## config.mk

```make
export PLATFORM = sky130hd
export DESIGN_NAME = ldm_stm_seq
export DESIGN_NICKNAME = d
export VERILOG_FILES = /design/src/rtl/arm_cpu_pkg.sv /design/src/rtl/reg_list_penc.sv /design/src/rtl/ldm_stm_seq.sv
export SDC_FILE = /design/constraint.sdc
export NUM_CORES = 1
export LEC_CHECK = 0
export CORE_MARGIN = 1
export CORE_UTILIZATION = 42
export DETAILED_ROUTE_END_ITERATION = 10
export PLACE_DENSITY = 0.74
export SKIP_LAST_GASP = 1
export SYNTH_ARGS = -nofsm -noshare
export SYNTH_HDL_FRONTEND = slang
export SYNTH_HIERARCHICAL = 1
export SYNTH_SLANG_ARGS = --single-unit
```

## constraint.sdc

```tcl
create_clock -name CLK -period 10.5 [get_ports CLK]
set_clock_uncertainty 0.1 [all_clocks]
set_input_delay 2.625 -clock CLK [delete_from_list [all_inputs] [get_ports CLK]]
set_output_delay 2.625 -clock CLK [all_outputs]
set_load 0.02 [all_outputs]
```

## src/rtl/arm_cpu_pkg.sv

```systemverilog
// ==== arm_cpu_pkg : shared types/constants for the LDM/STM sequencer ====
// ==== Revision 1.0                                                      ====
`default_nettype none

package arm_cpu_pkg;

  localparam int WORD_W     = 32;
  localparam int REG_AW     = 4;
  localparam int NREGS      = 16;
  localparam int WORD_BYTES = 4;

  // Encoded as {UP, PRE}
  localparam logic [1:0] AM_DA = 2'b00;
  localparam logic [1:0] AM_DB = 2'b01;
  localparam logic [1:0] AM_IA = 2'b10;
  localparam logic [1:0] AM_IB = 2'b11;

  typedef enum logic [1:0] {
    ST_IDLE = 2'd0,
    ST_XFER = 2'd1,
    ST_WB   = 2'd2,
    ST_DONE = 2'd3
  } seq_state_e;

endpackage

`default_nettype wire

```

## src/rtl/reg_list_penc.sv

```systemverilog
// ==== reg_list_penc : lowest-set-bit priority encoder over the register list ====
// ==== Revision 1.0                                                           ====
`default_nettype none

module reg_list_penc
  import arm_cpu_pkg::*;
(
  input  logic [NREGS-1:0]  i_mask,
  output logic [REG_AW-1:0] o_idx,
  output logic              o_valid
);

  // Descending scan so the lowest set bit is the last (winning) assignment.
  always_comb begin
    o_idx   = '0;
    o_valid = 1'b0;
    for (int i = NREGS - 1; i >= 0; i--) begin
      if (i_mask[i]) begin
        o_idx   = REG_AW'(i);
        o_valid = 1'b1;
      end
    end
  end

endmodule

`default_nettype wire

```

## src/rtl/ldm_stm_seq.sv

```systemverilog
// ==== ldm_stm_seq : ARM LDM/STM multi-register sequencer (option: LDM_STM_ABORT_EN) ====
// ==== Revision 1.0                                                                  ====
`default_nettype none

module ldm_stm_seq #(
  parameter int DATA_W = arm_cpu_pkg::WORD_W,
  parameter int REG_AW = arm_cpu_pkg::REG_AW
) (
  input  logic                 CLK,
  input  logic                 RST,
  input  logic                 START,
  input  logic                 IS_LOAD,
  input  logic                 UP,
  input  logic                 PRE,
  input  logic                 WBACK,
  input  logic [REG_AW-1:0]    BASE_REG,
  input  logic [DATA_W-1:0]    BASE_ADDR,
  input  logic [2**REG_AW-1:0] REG_LIST,
  output logic [DATA_W-1:0]    MEM_ADDR,
  output logic                 MEM_RE,
  output logic                 MEM_WE,
  output logic [DATA_W-1:0]    MEM_WDATA,
  input  logic [DATA_W-1:0]    MEM_RDATA,
  input  logic                 MEM_READY,
`ifdef LDM_STM_ABORT_EN
  input  logic                 MEM_ABORT,
  output logic                 ABORT,
`endif
  output logic [REG_AW-1:0]    RF_RADDR,
  input  logic [DATA_W-1:0]    RF_RDATA,
  output logic [REG_AW-1:0]    RF_WADDR,
  output logic [DATA_W-1:0]    RF_WDATA,
  output logic                 RF_W_EN,
  output logic                 BUSY,
  output logic                 DONE
);

  import arm_cpu_pkg::*;

  localparam int NR = 2**REG_AW;
  localparam int CW = REG_AW + 1;

  seq_state_e        r_state;
  logic              r_is_load;
  logic              r_do_wb;
  logic [REG_AW-1:0] r_base_reg;
  logic [NR-1:0]     r_pending;
  logic [DATA_W-1:0] r_final;
  logic [DATA_W-1:0] r_addr;
  logic              r_re;
  logic              r_we;
  logic              r_busy;
  logic              r_done;
`ifdef LDM_STM_ABORT_EN
  logic              r_abort;
`endif

  logic [CW-1:0]     w_cnt;
  logic [DATA_W-1:0] w_span;
  logic [DATA_W-1:0] w_start;
  logic [DATA_W-1:0] w_final;
  logic [REG_AW-1:0] w_cur;
  logic              w_cur_vld;
  logic              w_xfer;
  logic              w_abort;
  logic              w_beat;
  logic              w_last;

  reg_list_penc u_penc (
    .i_mask  (r_pending),
    .o_idx   (w_cur),
    .o_valid (w_cur_vld)
  );

  always_comb begin
    w_cnt = '0;
    for (int i = 0; i < NR; i++) begin
      w_cnt = w_cnt + CW'(REG_LIST[i]);
    end
  end

  assign w_span  = DATA_W'(w_cnt) << 2;
  assign w_final = UP ? (BASE_ADDR + w_span) : (BASE_ADDR - w_span);

  // Every mode walks upward; decrement modes just start lower.
  always_comb begin
    case ({UP, PRE})
      AM_IA:   w_start = BASE_ADDR;
      AM_IB:   w_start = BASE_ADDR + DATA_W'(WORD_BYTES);
      AM_DA:   w_start = BASE_ADDR - w_span + DATA_W'(WORD_BYTES);
      default: w_start = BASE_ADDR - w_span;
    endcase
  end

  assign w_xfer = (r_state == ST_XFER) && w_cur_vld;
`ifdef LDM_STM_ABORT_EN
  assign w_abort = w_xfer && MEM_ABORT;
`else
  assign w_abort = 1'b0;
`endif
  assign w_beat = w_xfer && MEM_READY && !w_abort;
  assign w_last = (r_pending & (r_pending - NR'(1))) == '0;

  always_ff @(posedge CLK) begin
    if (!RST) begin
      r_state    <= ST_IDLE;
      r_is_load  <= 1'b0;
      r_do_wb    <= 1'b0;
      r_base_reg <= '0;
      r_pending  <= '0;
      r_final    <= '0;
      r_addr     <= '0;
      r_re       <= 1'b0;
      r_we       <= 1'b0;
      r_busy     <= 1'b0;
      r_done     <= 1'b0;
`ifdef LDM_STM_ABORT_EN
      r_abort    <= 1'b0;
`endif
    end else begin
      r_done <= 1'b0;
`ifdef LDM_STM_ABORT_EN
      r_abort <= 1'b0;
`endif
      case (r_state)
        ST_IDLE: begin
          if (START) begin
            r_is_load  <= IS_LOAD;
            r_base_reg <= BASE_REG;
            r_pending  <= REG_LIST;
            r_final    <= w_final;
            // A loaded base must not be overwritten by the final address.
            r_do_wb    <= WBACK && !(IS_LOAD && REG_LIST[BASE_REG]);
            r_busy     <= 1'b1;
            if (REG_LIST != '0) begin
              r_state <= ST_XFER;
              r_addr  <= w_start;
              r_re    <= IS_LOAD;
              r_we    <= !IS_LOAD;
            end else begin
              r_state <= ST_DONE;
              r_done  <= 1'b1;
            end
          end
        end
        ST_XFER: begin
          if (w_abort) begin
            r_state <= ST_DONE;
            r_re    <= 1'b0;
            r_we    <= 1'b0;
            r_addr  <= '0;
`ifdef LDM_STM_ABORT_EN
            r_abort <= 1'b1;
`endif
          end else if (w_beat) begin
            r_pending <= r_pending & ~(NR'(1) << w_cur);
            r_addr    <= r_addr + DATA_W'(WORD_BYTES);
            if (w_last) begin
              r_re   <= 1'b0;
              r_we   <= 1'b0;
              r_addr <= '0;
              if (r_do_wb) begin
                r_state <= ST_WB;
              end else begin
                r_state <= ST_DONE;
                r_done  <= 1'b1;
              end
            end
          end
        end
        ST_WB: begin
          r_state <= ST_DONE;
          r_done  <= 1'b1;
        end
        default: begin
          r_state <= ST_IDLE;
          r_busy  <= 1'b0;
        end
      endcase
    end
  end

  assign MEM_ADDR  = r_addr;
  assign MEM_RE    = r_re;
  assign MEM_WE    = r_we;
  assign BUSY      = r_busy;
  assign DONE      = r_done;
`ifdef LDM_STM_ABORT_EN
  assign ABORT     = r_abort;
`endif
  assign RF_RADDR  = w_xfer ? w_cur : '0;
  assign MEM_WDATA = (w_xfer && !r_is_load) ? RF_RDATA : '0;

  always_comb begin
    RF_W_EN  = 1'b0;
    RF_WADDR = '0;
    RF_WDATA = '0;
    if (w_beat && r_is_load) begin
      RF_W_EN  = 1'b1;
      RF_WADDR = w_cur;
      RF_WDATA = MEM_RDATA;
    end else if (r_state == ST_WB) begin
      RF_W_EN  = 1'b1;
      RF_WADDR = r_base_reg;
      RF_WDATA = r_final;
    end
  end

endmodule

`default_nettype wire

```

Yosys cells after proc, flatten, opt, wreduce, memory -nomap -nowiden
Index checks and enable logic that the tools add are counted.
- register bits after elaboration: 92
- logic and storage cells: 141
- input bits: 124
- output and inout bits: 109
- equal/unequal tests: 8
- $add $sub $neg: 21
- mux-type cells: 74
- magnitude comparators: 1
- reduce and logical (&&, ||, !) cells: 21
- shift-type cells: 1
- bitwise operators: 4
- operators with widths (kind ; number):
    2-to-1 mux 32 bit ; 8
    adder 32 x 3 -> 32 bit (second input constant) ; 3
    case mux 32 bit (3 select lines) ; 1
    2-to-1 mux 4 bit ; 19
    case mux 32 bit (2 select lines) ; 1
    adder 5 x 1 -> 5 bit ; 11
    adder 32 x 7 -> 32 bit ; 1
    AND 16 bit ; 2
    2-to-1 mux 1 bit ; 32
    2-to-1 mux 16 bit ; 2
    case mux 16 bit (2 select lines) ; 1
    subtractor 32 x 7 -> 32 bit ; 1
    zero test 16 bit ; 1
    NOT 16 bit ; 1
    nonzero test 16 bit ; 1
    << shifter 1 x 4 -> 16 bit (first input constant) ; 1
    subtractor 16 x 1 -> 16 bit (second input constant) ; 1
    2-to-1 mux 2 bit ; 4
    != test 2 bit (second input constant) ; 4
    equality test 2 bit (second input constant) ; 3
    logical AND 1 bit ; 6
    case mux 1 bit (2 select lines) ; 3
    case mux 2 bit (3 select lines) ; 1
    AND reduction 3 bit ; 2
    16 further kinds ; 20

Longest topological paths before layout
Gate-level depths: netlist (run 1).
- depth in word-level cells: 21
- depth in mapped cells: 26
- mapped depth without buffers: 23

By module
Netlist (run 1), hierarchy kept.
- by module, submodules not included (module ; instances ; area an instance (um^2) ; cells each ; seq. area each (um^2)):
    ldm_stm_seq ; 1 ; 9649.3 ; 1423 ; 1841.8
    reg_list_penc ; 1 ; 178.9 ; 33 ; 0.0

Least setup slack after synthesis (run 1)
OpenSTA, ideal clock, no wires.
- path kind: in2reg
- from: input REG_LIST[0]
- to: register r_addr[21], in the netlist MEM_ADDR[21]
- cell stages on the path: 23
- required time: 10273 ps
- slack: 2101 ps
- library setup time: 127 ps
- path buffers: 4
- arrival: 8172 ps
- cell sequence: inv_1 fa_1 fa_1 fa_1 fa_1 inv_1 ha_1 fa_1 xor2_1 ha_1 buf_6 nor2b_1 a2111o_1 buf_6 buf_2 nand4_1 xnor2_1 nand2_1 nor4b_4 buf_6 nand2_1 and3_1 or3_1
- longest elaborated chain between the ends: 21
- elaborated cells between the ends (all ways): 24
- those cells by class: add/sub (17); eq/ne (1); mux (4); reduce/logical (2)
- RTL lines (element ; RTL line ; source):
    start: declaration ; ldm_stm_seq.sv:18 ; input logic [2**REG_AW-1:0] REG_LIST,
    adder 1 x 1 -> 2 bit ; ldm_stm_seq.sv:78 ; w_cnt = w_cnt + CW'(REG_LIST[i]);
    adder 2 x 1 -> 3 bit ; ldm_stm_seq.sv:78 ;
    adder 3 x 1 -> 4 bit ; ldm_stm_seq.sv:78 ;
    adder 4 x 1 -> 5 bit ; ldm_stm_seq.sv:78 ;
    adder 5 x 1 -> 5 bit (11 in a row) ; ldm_stm_seq.sv:78 ;
    subtractor 32 x 7 -> 32 bit ; ldm_stm_seq.sv:90, ldm_stm_seq.sv:91 ;
    adder 32 x 3 -> 32 bit ; ldm_stm_seq.sv:90 ; AM_DA: w_start = BASE_ADDR - w_span + DATA_W'(WORD_BYTES);
    case mux 32 bit (3 select lines) ; ldm_stm_seq.sv:87 ; case ({UP, PRE})
    2-to-1 mux 32 bit ; ldm_stm_seq.sv:135 ; if (REG_LIST != '0) begin
    2-to-1 mux 32 bit ; ldm_stm_seq.sv:127 ; if (START) begin
    case mux 32 bit (2 select lines) ; ldm_stm_seq.sv:125 ; case (r_state)
    end signal: assignment ; ldm_stm_seq.sv:137 ; r_addr <= w_start;
    end signal: assignment ; ldm_stm_seq.sv:157 ; r_addr <= r_addr + DATA_W'(WORD_BYTES);
    end: declaration ; ldm_stm_seq.sv:49 ; logic [DATA_W-1:0] r_addr;
Several ways; a longest one is shown, not always the timed one. The select of a mux whose other input is x is not followed.
A chain may end at the register's enable or synchronous reset.

Worst setup path in the final report (run 1)
- from: input REG_LIST[5]
- to: register r_addr[21], in the netlist MEM_ADDR[21]
- longest elaborated chain between the ends: 17
- elaborated cells between the ends (all ways): 20
- those cells by class: add/sub (13); eq/ne (1); mux (4); reduce/logical (2)
- RTL lines (element ; RTL line):
    adder 5 x 1 -> 5 bit (11 in a row) ; ldm_stm_seq.sv:78
    subtractor 32 x 7 -> 32 bit ; ldm_stm_seq.sv:90, ldm_stm_seq.sv:91
    adder 32 x 3 -> 32 bit ; ldm_stm_seq.sv:90
    case mux 32 bit (3 select lines) ; ldm_stm_seq.sv:87
    2-to-1 mux 32 bit ; ldm_stm_seq.sv:135
    2-to-1 mux 32 bit ; ldm_stm_seq.sv:127
    case mux 32 bit (2 select lines) ; ldm_stm_seq.sv:125
Several ways; a longest one is shown, not always the timed one. The select of a mux whose other input is x is not followed.

==> summary.txt, run 1 <==
Synth
  – Prevailing post-synth register cell: dfxtp_1
  – Async SR Flop Fraction: 0%
  – Synth area leaders: dfxtp_1 19%, nand2_1 9.3%, a21oi_1 6.7%
  – Library cells used by synthesis: between 90 and 100
  – Syn_nets: about 1,600
  – Post-synth top area share: 18.74%
  – Syn Area/Cell: between 6 and 7 um^2
  – Syn Inst Count: about 1,500
  – Post-Syn Area: between 9000 and 10,000 um^2
  – Post-synth top area cell: dfxtp_1
  – Seq/Total Area, Yosys: 18.74%
  – Yosys warns: 6
  – Number of synthesized flops with an enable pin: 0
  – Yosys reg bits: between 90 and 100

Floorplanning
  – Number of placement rows: 55
  – Die height: between 150 and 200 um
  – I/O pin cnt: between 200 and 250
  – Initial Util: 43.15%
  – Die X-Extent: about 150 um
  – DIE AREA: 24,020 um^2
  – Core Region: about 23,000 um^2

Global route
  – First-pass GRT wire length: between 50,000 and 60,000 um
  – Total GRT Usage: a little under a third
  – Initial antenna violation count: 0
  – Vias in the first global route: approximately 11,000
  – Grt total ovfl: 0
  – Largest net degree at the start of global routing: slightly below 80

Placement
  – Dpl ws: 0.7008 ns
  – Port Buffer Count: 232
  – Placer Congestion: between 0.9 and 1
  – Placed insts: 1,903
  – Post-DP HPWL: ~29,000 um

CTS
  – CTS tree: done
  – CTS Sinks: around 90
  – CTS max path bufs: 2
  – Hold Buf Count CTS: 0
  – Clock transition at path regs: 0.07 ns
  – Post-CTS sizing: 0
  – Root cell of the clock tree: clkbuf_16
  – CTS buffer count: 9
  – Setup bufs post-CTS: 0
  – CTS H-tree lvls: 3
  – Worst-skew pair later-pin latency: 0.36 ns

STA
  – Hold Vio Cnt, Final: 0
  – Fin crit period: about 9.6 ns
  – Smallest setup slack after layout: 0.9363 ns
  – Max-slew violations: 0
  – Max Freq: 0.1046 GHz
  – Period utilization: 91.08%
  – # setup viols final: 0
  – Worst-Margin Slew: 1.154 ns
  – Fin Setup TNS: 0 ns
  – RSZ-0062 raised after global routing: false
  – Relative slew slack: 22.90%

Power and ir drop
  – Leakage dissipation: ~0.0044 uW
  – Peak VDD IR: between 150 and 200 uV
  – Pwr Density: roughly 230 nW/um^2

Job
  – # Max-Cap Violations: 0

Worst setup path
  – Critical Path AT: 9.70 ns
  – Kind of critical path: input port to flip-flop
  – CP Cell Sequence: clkdlybuf4s50_1 -> inv_1 -> fa_1 -> fa_1 -> fa_1 -> fa_1 -> inv_1 -> ha_1 -> fa_1 -> xor2_1 -> ha_1 -> nor2b_1 -> a2111o_1 -> a31o_1 -> a22oi_2 -> nand4_4 -> nor4b_4 -> a211o_1 -> a211oi_1 -> or3_1
  – CP Buf/Inv Count: 3
  – Crit-path max cell delay: 0.71 ns
  – Top cell by count, worst path: fa_1
  – Crit path launch type: input port
  – Slowest-stage cell, CP: a2111o_1
  – Crit end category: flip-flop
  – Delay-heaviest family, CP: adder cells
  – Worst endpoint required time: approximately 11 ns
  – CP max FO: 21

Route
  – Drt pass-1 iters: 6
  – DR vias: approximately 12,000
  – Routed length on met2: 17,680 um
  – Met3 WL: 3199 um
  – Drt initial violations: roughly 1,100
  – Met1 Wirelength: 15,850 um
  – Via-to-Cell Ratio: a little over 6
  – Final ANT Viol Nets: 0
  – Top Layer Used: met4
  – DRC Markers: 0
  – Drt wl/cell: between 15 and 20 um
  – Total wire length: between 30,000 and 40,000 um

Layout
  – Number of diodes: 0
  – Area grow syn2layout: 26.90%
  – FILL cells: 2,248
  – FF+latch area: 1842 um^2
  – Final core utilization: 54.75%
  – Area of the multi-input gates: roughly 7300 um^2
  – Fin cells: 1,919
  – Layout cell share with drive strength beyond 1: 4.234%
  – Nets: ~1,800

Status
  – Status: finished, final reports clean

Hold path
  – Min-Delay Path Class: flip-flop to flip-flop
-- worst reg2reg max path, stage by stage, from the launching register on --
cell	delay (ns)
dfxtp_1	0.39
nor4_2	0.33
and3_1	0.21
nand4_1	0.27
nand3_1	0.31
o21ai_0	0.12
nand2_1	0.44
a21o_1	0.62
nor2_1	0.40
nand3_1	0.36
nor2_1	0.07
and3_1	0.18
or3_1	0.30
-- cell type report --
class	count	area share (%)
sequential	92	14.77
timing repair buffer	247	19.52
tap	313	3.140
multi-input combinational	1189	58.35
inverter	62	1.866
clock buffer	9	1.806
clock inverter	7	0.5518
-- metrics by stage --
stage,area [um^2],power [uW],hold slack [ns]
after floorplan,9828,1882,0.3319
after global placement,12180,2482,0.3408
after detailed placement,12180,2489,0.3469
after CTS,12470,2827,0.3581
after global routing,12470,3058,0.3756
final,12470,2849,0.3557
-- cells in the mapped netlist (7+ instances only) --
cell      count
nand2_1     243
a21oi_1     131
o21ai_0     106
nor2_1      101
dfxtp_1      92
clkbuf_1     87
inv_1        60
nand3_1      51
and2_1       45
nor3_1       45
xnor2_1      45
and3_1       32
a31oi_1      29
ha_1         26
xor2_1       25
nand4_1      21
or3_1        21
a211oi_1     17
nor4_1       15
a21o_1       13
a22oi_1      12
fa_1         12
a211o_1      10
buf_1        10
nor2b_1      10
o22ai_1      10
o32ai_1       9
a221oi_1      8
mux2i_1       8
o21a_1        8
buf_2         7
buf_6         7
o221ai_1      7
or4_1         7
-- logic make-up after synthesis --
| group | share of synthesized area [%] |
|---|---|
| mux | 1.961 |
| simple gates | 32.55 |
| flops | 18.74 |
| xor+xnor | 6.238 |
| fa+ha+maj | 5.971 |
| compound gates | 27.21 |
| buf+inv | 7.333 |
-- power breakdown --
part	total, uW	leakage, uW	switching [uW]	internal (uW)
Clock	327	0.000143	160	167
Combinational	1950	0.00355	1210	746
Sequential	570	0.000755	117	453
Total	2850	0.00445	1480	1370
-- layout by cell type, fill, tap and decap left out, types with 7 or more instances in the layout --
master | Yosys | routed
nand2_1 | 243 | 243
clkdlybuf4s50_1 | 0 | 232
a21oi_1 | 131 | 130
o21ai_0 | 106 | 106
nor2_1 | 101 | 100
dfxtp_1 | 92 | 92
inv_1 | 60 | 59
nand3_1 | 51 | 51
and2_1 | 45 | 45
xnor2_1 | 45 | 45
nor3_1 | 45 | 45
and3_1 | 32 | 32
a31oi_1 | 29 | 29
ha_1 | 26 | 26
xor2_1 | 25 | 25
or3_1 | 21 | 21
nand4_1 | 21 | 21
a211oi_1 | 17 | 17
nor4_1 | 15 | 15
buf_4 | 0 | 15
a21o_1 | 13 | 13
a22oi_1 | 12 | 12
fa_1 | 12 | 12
nor2b_1 | 10 | 10
a211o_1 | 10 | 10
o22ai_1 | 10 | 10
o32ai_1 | 9 | 9
clkbuf_16 | 0 | 9
o21a_1 | 8 | 8
mux2i_1 | 8 | 8
a221oi_1 | 8 | 8
or4_1 | 7 | 7
o221ai_1 | 7 | 7
-- path summary, 6_finish.rpt --
path | depth (start not counted) | start | end | slack, ns
worst max-delay path | 20 | REG_LIST[5] | MEM_ADDR[21]$_SDFFE_PN0P_ | 0.94
worst min register to register | 2 | r_final[18]$_SDFFE_PN0P_ | r_final[18]$_SDFFE_PN0P_ | 0.36
worst min-delay path | 2 | r_final[18]$_SDFFE_PN0P_ | r_final[18]$_SDFFE_PN0P_ | 0.36
worst max register to register | 12 | r_pending[10]$_SDFFE_PN0P_ | MEM_ADDR[21]$_SDFFE_PN0P_ | 6.29
-- per-layer routing --
layer | up-vias | global-route usage [%]
met5 | - | 0
met4 | 0 | 12.87
met3 | 81 | 5.237
met2 | 604 | 51.65
met1 | 5458 | 40.03
li1 | 5504 | -
Power figures use the tool's default switching activity.
==> run 2, diff against run 1 <==
ABC_CLOCK_PERIOD_IN_PS = 10500   (was unset)
==> results of run 2 <==
The final DEF is identical to that of run 1; final timing and power are the same.
